===== src/rtl/uart_pkg.sv =====
// rtl/uart_pkg.sv - shared types and helpers for the oversampling UART receiver
package uart_pkg;

    localparam int MAX_DATA_BITS = 9;

    typedef enum logic [1:0] {
        PAR_NONE = 2'd0,
        PAR_ODD  = 2'd1,
        PAR_EVEN = 2'd2
    } parity_t;

    typedef enum logic [2:0] {
        ST_IDLE,
        ST_START,
        ST_DATA,
        ST_PARITY,
        ST_STOP
    } rx_state_t;

    typedef struct packed {
        logic [MAX_DATA_BITS-1:0] data;
        logic                     perr;
        logic                     ferr;
    } rx_word_t;

    // Clocks per oversample tick, truncated.
    function automatic int calc_div(input int clk_freq, input int baud_rate, input int oversample);
        return clk_freq / (baud_rate * oversample);
    endfunction

endpackage


===== src/rtl/uart_rx_fifo.sv =====
// rtl/uart_rx_fifo.sv - small synchronous FIFO holding received words
module uart_rx_fifo #(
    parameter int WIDTH = 11,
    parameter int DEPTH = 4
) (
    input  logic             clk,
    input  logic             rst_n,
    input  logic             push,
    input  logic [WIDTH-1:0] push_data,
    output logic             full,
    input  logic             pop,
    output logic             valid,
    output logic [WIDTH-1:0] head
);

    localparam int AW = $clog2(DEPTH);

    logic [WIDTH-1:0] mem [DEPTH];
    logic [AW-1:0]    wptr;
    logic [AW-1:0]    rptr;
    logic [AW:0]      count;
    logic             do_push;
    logic             do_pop;

    assign valid   = (count != '0);
    assign full    = (count == (AW+1)'(DEPTH));
    assign do_pop  = pop & valid;
    // A pop in the same cycle frees the slot, so a full FIFO can still accept.
    assign do_push = push & (~full | do_pop);
    assign head    = valid ? mem[rptr] : '0;

    always_ff @(posedge clk or negedge rst_n) begin
        if (!rst_n) begin
            wptr  <= '0;
            rptr  <= '0;
            count <= '0;
        end else begin
            if (do_push) begin
                wptr <= wptr + 1'b1;
            end
            if (do_pop) begin
                rptr <= rptr + 1'b1;
            end
            case ({do_push, do_pop})
                2'b10:   count <= count + 1'b1;
                2'b01:   count <= count - 1'b1;
                default: count <= count;
            endcase
        end
    end

    always_ff @(posedge clk) begin
        if (do_push) begin
            mem[wptr] <= push_data;
        end
    end

endmodule


===== src/rtl/uart_rx_os.sv =====
// rtl/uart_rx_os.sv - oversampling UART receiver with majority vote, error flags and output FIFO
module uart_rx_os
    import uart_pkg::*;
#(
    parameter int CLK_FREQ   = 50000000,
    parameter int BAUD_RATE  = 9600,
    parameter int OVERSAMPLE = 16,
    parameter int DATA_BITS  = 8,
    parameter int PARITY     = 0,
    parameter int STOP_BITS  = 1,
    parameter int FIFO_DEPTH = 4
) (
    input  logic                 clk,
    input  logic                 rst_n,
    input  logic                 rx,
    output logic [DATA_BITS-1:0] m_data,
    output logic                 m_parity_err,
    output logic                 m_frame_err,
    output logic                 m_valid,
    input  logic                 m_ready,
    output logic                 overrun,
    output logic                 busy
);

    localparam int      DIV      = calc_div(CLK_FREQ, BAUD_RATE, OVERSAMPLE);
    localparam int      TW       = (DIV > 1) ? $clog2(DIV) : 1;
    localparam int      SW       = $clog2(OVERSAMPLE);
    localparam int      M        = OVERSAMPLE / 2;
    localparam parity_t PAR_MODE = parity_t'(PARITY);

    localparam logic [SW-1:0] SC_A    = SW'(M - 1);
    localparam logic [SW-1:0] SC_B    = SW'(M);
    localparam logic [SW-1:0] SC_V    = SW'(M + 1);
    localparam logic [SW-1:0] SC_LAST = SW'(OVERSAMPLE - 1);

    if (DIV < 1) begin : g_div_err
        $error("uart_rx_os: CLK_FREQ too low for BAUD_RATE*OVERSAMPLE");
    end
    if ((OVERSAMPLE < 8) || (OVERSAMPLE % 2 != 0)) begin : g_os_err
        $error("uart_rx_os: OVERSAMPLE must be even and at least 8");
    end
    if ((DATA_BITS < 5) || (DATA_BITS > MAX_DATA_BITS)) begin : g_db_err
        $error("uart_rx_os: DATA_BITS must be 5..9");
    end
    if ((PARITY < 0) || (PARITY > 2) || (STOP_BITS < 1) || (STOP_BITS > 2)) begin : g_fmt_err
        $error("uart_rx_os: PARITY must be 0..2 and STOP_BITS 1..2");
    end
    if ((FIFO_DEPTH < 2) || ((FIFO_DEPTH & (FIFO_DEPTH - 1)) != 0)) begin : g_fifo_err
        $error("uart_rx_os: FIFO_DEPTH must be a power of two, at least 2");
    end

    rx_state_t       state;
    rx_state_t       state_next;
    logic            rx_meta;
    logic            rx_s;
    logic            rx_prev;
    logic            start_edge;
    logic [TW-1:0]   tick_cnt;
    logic            tick;
    logic [SW-1:0]   sc;
    logic [1:0]      samp;
    logic            vote;
    logic            vote_now;
    logic            bit_end;
    logic [3:0]      bit_idx;
    logic            stop_idx;
    logic            last_data;
    logic            last_stop;
    logic [MAX_DATA_BITS-1:0] shreg;
    logic            perr;
    logic            ferr;
    logic            exp_par;
    logic            push;
    logic            fifo_full;
    rx_word_t        push_word;
    rx_word_t        head_word;
    logic            unused_head;

    // rx_prev trails rx_s so a falling edge is seen even right after a frame ends.
    always_ff @(posedge clk or negedge rst_n) begin
        if (!rst_n) begin
            rx_meta <= 1'b1;
            rx_s    <= 1'b1;
            rx_prev <= 1'b1;
        end else begin
            rx_meta <= rx;
            rx_s    <= rx_meta;
            rx_prev <= rx_s;
        end
    end

    assign start_edge = (state == ST_IDLE) & rx_prev & ~rx_s;
    assign tick       = (tick_cnt == TW'(DIV - 1));

    always_ff @(posedge clk or negedge rst_n) begin
        if (!rst_n) begin
            tick_cnt <= '0;
        end else if (start_edge || tick) begin
            tick_cnt <= '0;
        end else begin
            tick_cnt <= tick_cnt + 1'b1;
        end
    end

    assign vote      = (samp[0] & samp[1]) | (samp[0] & rx_s) | (samp[1] & rx_s);
    assign vote_now  = tick & (state != ST_IDLE) & (sc == SC_V);
    assign bit_end   = tick & (sc == SC_LAST);
    assign last_data = (bit_idx == 4'(DATA_BITS - 1));
    assign last_stop = (STOP_BITS == 1) | stop_idx;
    assign exp_par   = (PAR_MODE == PAR_ODD) ? ~(^shreg) : ^shreg;

    always_ff @(posedge clk or negedge rst_n) begin
        if (!rst_n) begin
            state <= ST_IDLE;
        end else begin
            state <= state_next;
        end
    end

    always_comb begin
        state_next = state;
        push       = 1'b0;
        case (state)
            ST_IDLE: begin
                if (start_edge) begin
                    state_next = ST_START;
                end
            end
            ST_START: begin
                if (vote_now && vote) begin
                    state_next = ST_IDLE;
                end else if (bit_end) begin
                    state_next = ST_DATA;
                end
            end
            ST_DATA: begin
                if (bit_end && last_data) begin
                    state_next = (PAR_MODE != PAR_NONE) ? ST_PARITY : ST_STOP;
                end
            end
            ST_PARITY: begin
                if (bit_end) begin
                    state_next = ST_STOP;
                end
            end
            ST_STOP: begin
                // Leave mid-bit so a following start edge is not missed.
                if (vote_now && last_stop) begin
                    push       = 1'b1;
                    state_next = ST_IDLE;
                end
            end
            default: state_next = ST_IDLE;
        endcase
    end

    always_ff @(posedge clk or negedge rst_n) begin
        if (!rst_n) begin
            sc       <= '0;
            samp     <= 2'b11;
            bit_idx  <= '0;
            stop_idx <= 1'b0;
            shreg    <= '0;
            perr     <= 1'b0;
            ferr     <= 1'b0;
        end else if (state == ST_IDLE) begin
            if (start_edge) begin
                sc       <= '0;
                bit_idx  <= '0;
                stop_idx <= 1'b0;
                shreg    <= '0;
                perr     <= 1'b0;
                ferr     <= 1'b0;
            end
        end else if (tick) begin
            sc <= (sc == SC_LAST) ? '0 : sc + 1'b1;
            if (sc == SC_A) begin
                samp[0] <= rx_s;
            end
            if (sc == SC_B) begin
                samp[1] <= rx_s;
            end
            if (sc == SC_V) begin
                case (state)
                    ST_DATA:   shreg[bit_idx] <= vote;
                    ST_PARITY: perr <= (vote != exp_par);
                    ST_STOP:   ferr <= ferr | ~vote;
                    default:   ;
                endcase
            end
            if (sc == SC_LAST) begin
                case (state)
                    ST_DATA: bit_idx  <= bit_idx + 1'b1;
                    ST_STOP: stop_idx <= ~stop_idx;
                    default: ;
                endcase
            end
        end
    end

    // The final stop-bit vote is folded in directly since ferr updates on the same edge.
    assign push_word = '{data: shreg, perr: perr, ferr: ferr | ~vote};

    uart_rx_fifo #(
        .WIDTH ($bits(rx_word_t)),
        .DEPTH (FIFO_DEPTH)
    ) u_fifo (
        .clk       (clk),
        .rst_n     (rst_n),
        .push      (push),
        .push_data (push_word),
        .full      (fifo_full),
        .pop       (m_ready),
        .valid     (m_valid),
        .head      (head_word)
    );

    assign m_data       = head_word.data[DATA_BITS-1:0];
    assign m_parity_err = head_word.perr;
    assign m_frame_err  = head_word.ferr;
    assign overrun      = push & fifo_full & ~(m_valid & m_ready);
    assign busy         = (state != ST_IDLE);
    assign unused_head  = ^head_word;

endmodule


===== config.mk =====
export PLATFORM = sky130hd
export DESIGN_NAME = uart_rx_os
export DESIGN_NICKNAME = d
export VERILOG_FILES = /design/src/rtl/uart_pkg.sv /design/src/rtl/uart_rx_fifo.sv /design/src/rtl/uart_rx_os.sv
export SDC_FILE = /design/constraint.sdc
export NUM_CORES = 1
export LEC_CHECK = 0
export ABC_AREA = 1
export CORE_UTILIZATION = 45
export DETAILED_ROUTE_END_ITERATION = 8
export PLACE_DENSITY = 0.63
export SETUP_SLACK_MARGIN = 0.02
export SLEW_MARGIN = 25
export SYNTH_ARGS = -nofsm -noshare
export SYNTH_HDL_FRONTEND = slang
export SYNTH_SLANG_ARGS = --single-unit

===== constraint.sdc =====
create_clock -name clk -period 2.4 [get_ports clk]
set_input_delay 0.48 -clock clk [delete_from_list [all_inputs] [get_ports clk]]
set_output_delay 0.48 -clock clk [all_outputs]
set_load 0.01 [all_outputs]

* After elaboration in Yosys (flattened, before gate mapping)
Memories as Yosys holds them, arrays and structs flattened.
Index checks and enable logic that the tools add are counted.
** Cells by class
- Mux-type cells :: 39
- $lt $le $gt $ge :: 2
- Add/sub/neg operators :: 7
- Bitwise logic cells :: 21
- Equality and inequality tests :: 19
- Reduce and logical (&&, ||, !) cells :: 23
** Operators with widths (number)
- 9-bit two-way mux :: 6
- 4-bit two-way mux :: 8
- 3-bit two-way mux :: 6
- 4-bit AND reduction :: 4
- 3-bit case mux with 5 select lines :: 1
- 1-bit two-way mux :: 14
- 2-bit nonzero test :: 7
- 1-bit bitwise AND :: 12
- 4-bit == test (second input constant) :: 3
- 10-bit two-way mux :: 1
- 9-bit by 1-bit adder with 9-bit output (second input constant) :: 1
- 9-bit bitwise mux :: 1
- 9-bit == test (second input constant) :: 1
- 9-bit parity :: 1
- 4-bit by 1-bit adder with 4-bit output (second input constant) :: 2
- 4-bit by 3-bit == test with 1-bit output (second input constant) :: 2
- 2-bit inequality test (second input constant) :: 4
- 3-bit by 2-bit == test with 1-bit output (second input constant) :: 2
- 3-bit == test (second input constant) :: 2
- 3-bit case mux with 2 select lines :: 1
- 3-bit AND reduction :: 2
- 3-bit nonzero test :: 2
- 4-bit by 5-bit less-than comparator with 1-bit output (second input constant) :: 1
- 1-bit inverter :: 5
- other kinds (16) :: 22
** Word-level totals
- Input port bits :: 4
- Memories kept :: 1
- Output and inout port bits :: 13
- Logic and storage cells :: 127
- Memory bits (writable) :: 44
- Flip-flop bits (word level) :: 43
** Memory list
- u_fifo.mem :: words 4, bits a word 11, read ports 1, clocked after memory_dff 0, wr ports 1, line uart_rx_fifo.sv:18 : logic [WIDTH-1:0] mem [DEPTH];

* Depth between registers and ports, before layout
- Depth in word-level cells :: 9
- Gate-level depth with buffers :: 15
- Depth with buffers taken out :: 15

* Modules after synthesis
From an unflattened synthesis, not the netlist that was laid out.
** Second synthesis, totals
- Cells, all modules :: 460
- Area, all modules :: 4355.4 um^2
** Modules (own cells, without submodules)
- uart_rx_os :: cells an instance 274, sequential area each 907.1 um^2, instances 1, area an instance 2183.3 um^2
- uart_rx_fifo :: cells an instance 186, sequential area each 1496.4 um^2, instances 1, area an instance 2172.1 um^2

* Least setup slack after synthesis
OpenSTA, ideal clock, no wires.
- Path type :: register to register
- Start point :: register tick_cnt[0]
- End point :: memory u_fifo.mem[0][0] (enable)
- Path buffers :: 0
- Arrival time :: 1775 ps
- Required time :: 2024 ps
- Cell stages (with the launch flop) :: 11
- Path slack :: 249 ps
- Period minus slack after synthesis :: 2151 ps
- Setup time :: 376 ps
- Cell sequence :: dfrtp_1 > inv_1 > ha_1 > nand2_1 > nor2_1 > nand3_4 > nor2_4 > nand2_2 > nor2_4 > inv_2 > nor2_1
** Between the ends
- Cells in the longest elaborated chain, start to end :: 8
** RTL lines
- start: declaration :: line uart_rx_os.sv:58 : logic [TW-1:0] tick_cnt;
- start signal: assignment :: line uart_rx_os.sv:101 : tick_cnt <= tick_cnt + 1'b1;
- 9-bit == test :: line uart_rx_os.sv:93 : assign tick = (tick_cnt == TW'(DIV - 1));
- 1-bit bitwise AND (2 in series) :: line uart_rx_os.sv:106 : assign vote_now = tick & (state != ST_IDLE) & (sc == SC_V);
- 1-bit two-way mux :: line uart_rx_os.sv:148 : if (vote_now && last_stop) begin
- 1-bit two-way mux :: line uart_rx_os.sv:123 : case (state)
- 1-bit bitwise AND :: line uart_rx_fifo.sv:29 : assign do_push = push & (~full | do_pop);
- 1-bit two-way mux :: line uart_rx_fifo.sv:53 : if (do_push) begin
- 1-bit two-way mux (not written as such) :: line uart_rx_fifo.sv:54 : mem[wptr] <= push_data;
- end: declaration :: line uart_rx_fifo.sv:18
Every way passes these cells.

* Final worst setup path
- Start point :: register state[2]
- End point :: output port busy
** Between the ends
- Cells in the longest elaborated chain, start to end :: 1
** RTL lines
- start: declaration :: line uart_rx_os.sv:52 : rx_state_t state;
- start signal: assignment :: line uart_rx_os.sv:116 : state <= state_next;
- 3-bit nonzero test :: line uart_rx_os.sv:222 : assign busy = (state != ST_IDLE);
- end: declaration :: line uart_rx_os.sv:22 : output logic busy
Every way passes these cells.

==> metrics.md <==
| Metric | Value |
|---|---|
| Number of DRC markers in iteration 0 | `between 100 and 150` |
| Final Net Count | `between 500 and 600` |
| Slew @ Worst Pin | `between 0.6 and 0.7 ns` |
| Initial Util | `approximately 47%` |
| GRT Total Usage | `about 17%` |
| Total global routing overflow | `0` |
| Vias | `a little over 3000` |
| Crit end category | `primary output` |
| Remaining DRCs | `4` |
| Cell Area, Synth | `4130 µm²` |
| Worst R2R Start | `tick_cnt[1]$_DFF_PN0_` |
| Hold crit path type | `in -> async` |
| Worst Hold Slack | `~0.13 ns` |
| CTS tree | `done` |
| Utilization after layout | `a little over half` |
| Vias in the first global route | `roughly 2900` |
| CP Max Fanout | `24` |
| Synth top area share | `29.1%` |
| Core area | `~8800 µm²` |
| Share of cells above drive strength 1 | `15.2%` |
| Mean Syn Cell Area | `between 9 and 10 µm²` |
| Sequential area share after synthesis | `between 50% and 60%` |
| Site Rows | `34` |
| Status | `finished with violations` |
| Post-layout min period | `roughly 2.2 ns` |
| Violated checks | `DRC` |
| Final period util | `between 90% and 100%` |
| Final ANT Viol Nets | `0` |
| GP Congestion | `about 0.83` |
| First-pass GRT wire length | `13200 µm` |
| Worst r2r dst | `u_fifo.count[2]$_DFFE_PN0P_` |
| Max Cap Viol | `0` |
| Setup TNS | `0 ns` |
| R2R setup slack | `a little under 0.4 ns` |
| Synth cell types | `39` |
| Vias per inst | `between 5 and 6` |
| Cts hold-fix bufs | `0` |
| Width of the die | `roughly 98 µm` |
| Dpl cell area | `approximately 4500 µm²` |
| Top cells by area, synth | `edfxtp_1, dfrtp_1, nor2_1` |
| Fmax | `between 400 and 500 MHz` |
| IO buf count | `16` |
| Peak supply drop | `just under 400 µV` |
| FF+latch count, synth | `83` |
| Total Wirelength | `between 7000 and 8000 µm` |
| Max Slew Vio Count | `0` |
| H-tree depth | `3` |
| Die Y | `97.8 µm` |
| Clk sink count | `83` |
| Antenna diodes | `0` |
| Area growth from synthesis to layout | `15.8%` |
| Setup Skew | `between 0.008 and 0.009 ns` |
| FF-to-FF path depth | `14` |
| Initial antenna violation count | `0` |
| Tot Pwr | `3.43 mW` |
| Final setup vio count | `0` |
| Warnings from Yosys | `0` |
| Clock-pin slew on the worst setup and hold paths | `roughly 0.090 ns` |
| DRT Pass-1 Iters | `6` |
| Area leader, netlist | `edfxtp_1` |
| CP Class | `reg -> out` |
| Root buffer selected by CTS | `clkbuf_8` |
| Post-synth top flop | `edfxtp_1` |
| Leak Pwr | `approximately 2.2 nW` |
| Slew margin rel. | `between 50% and 60%` |
| Detailed Place HPWL | `about 5300 µm` |
| WL per Instance | `12.4 µm` |
| Final instance area | `between 4000 and 5000 µm²` |
| # IOs | `17` |
| Final Hold Viols | `0` |
| Syn nets | `~460` |
| Worst EP required | `1.92 ns` |
| EDFF count, synth | `40` |
| WP data arrival | `1.75 ns` |
| DIE AREA | `~9600 µm²` |
| CTS max path bufs | `2` |
| Num CTS Buffers | `9` |
| Startpoint types | `flop` |
| Largest net degree at the start of global routing | `30` |
| Gate Count Post-Synth | `approximately 450` |
| Clock latency on the worst-skew pair | `~0.36 ns` |
| Power density over the cells | `716 nW/µm²` |
| RSZ-0062 raised after global routing | `false` |
| Ys async rst share | `between 50% and 60%` |
worst max-delay path, stage by stage (launching register included):
cell	delay [ns]
dfrtp_1	0.43
inv_2	0.07
nand2_4	0.09
buf_6	0.22
clkdlybuf4s50_1	0.58
logic make-up after synthesis:
group	Yosys count	share of synthesized area (%)
adder cells (fa/ha/maj)	14	4.42
flip-flops	83	55.3
AO/OA/AOI/OAI	74	9.90
XOR/XNOR	8	1.70
AND/OR/NAND/NOR	197	22.3
buffers and inverters	69	6.39
synthesized netlist by cell type (6+ instances only):
cell type and n:
o21ai_0 28, dfrtp_1 38, inv_1 54, edfxtp_1 40, xor2_1 7, nor3_1 6, nor2_4 6, nand3_1 26
o22ai_1 8, nor2_1 73, nand2_1 67, a21oi_1 28, ha_1 13
layout make-up:
cell class                 instances  area [µm²]
clock inverter                     7        83.8
tap                              108         135
multi-input combinational        293        1590
inverter                          61         230
clock buffer                       9         124
sequential                        83        2280
fill                             777        4020
timing repair buffer              40         337
how the worst max path moves through the flow:
stage | startpoint | to | slack, ns
after floorplan | tick_cnt[0]$_DFF_PN0_ | u_fifo.mem[0][0]$_DFFE_PP_ | 0.25
after global placement | tick_cnt[0]$_DFF_PN0_ | overrun | 0.13
after detailed placement | tick_cnt[0]$_DFF_PN0_ | overrun | 0.08
after CTS | tick_cnt[0]$_DFF_PN0_ | overrun | 0.02
after global routing | u_fifo.rptr[0]$_DFFE_PN0P_ | m_data[1] | 0.04
final | state[2]$_DFFE_PN0P_ | busy | 0.17
state kept, by name (all words and copies together) (netlist names):
| name | flops |
|---|---|
| u_fifo.mem | 40 |
| tick_cnt | 9 |
| rx_prev | 1 |
| bit_idx | 4 |
| u_fifo.wptr | 2 |
| state | 3 |
| rx_s | 1 |
| rx_meta | 1 |
| u_fifo.count | 3 |
| sc | 4 |
| u_fifo.rptr | 2 |
| ferr | 1 |
| samp | 2 |
| perr | 1 |
| shreg | 9 |
repair_timing:
item	CTS	global route
resized for setup	12	7
endpoints found under the setup margin	11	6
pin swaps	0	2
gates cloned	0	0
buffers inserted	2	3
where the power goes:
group          internal (mW)  leakage [nW]  total, mW  switching, mW
registers               1.57         0.877       1.65         0.0831
logic                  0.261          1.19      0.738          0.477
clock network          0.498         0.102       1.04          0.539
total                   2.33          2.17       3.43           1.10
cell usage in the layout (no fill, tap or decap), types with 4 or more instances in the layout:
cell type and n:
nor2_1 72, nand2_1 67, inv_1 54, edfxtp_1 40
dfrtp_1 37, a21oi_1 28, o21ai_0 28, nand3_1 26
buf_4 23, ha_1 13, clkbuf_8 9, o22ai_1 8
xor2_1 7, nor2_4 6, nor3_1 6, dlygate4sd2_1 6
inv_2 5, nand4_1 5, dfstp_2 5, nand2_4 4
clkdlybuf4s50_1 4, dlymetal6s2s_1 4
per-stage QoR:
stage          std cells  setup slack (ns)
5_1_grt              601            0.0376
3_5_place_dp         580            0.0753
4_1_cts              598            0.0225
2_1_floorplan        445             0.249
3_3_place_gp         580             0.126
6_report             601             0.168
layer usage:
metal / GRT usage [%] / vias to the layer above / wire [µm]
met3: 4.58 / 8 / 274
li1: - / 1546 / -
met2: 27.8 / 64 / 3520
met5: 0 / - / 0
met4: 7.11 / 0 / 98
met1: 22.8 / 1417 / 3550
Power figures use the tool's default switching activity.
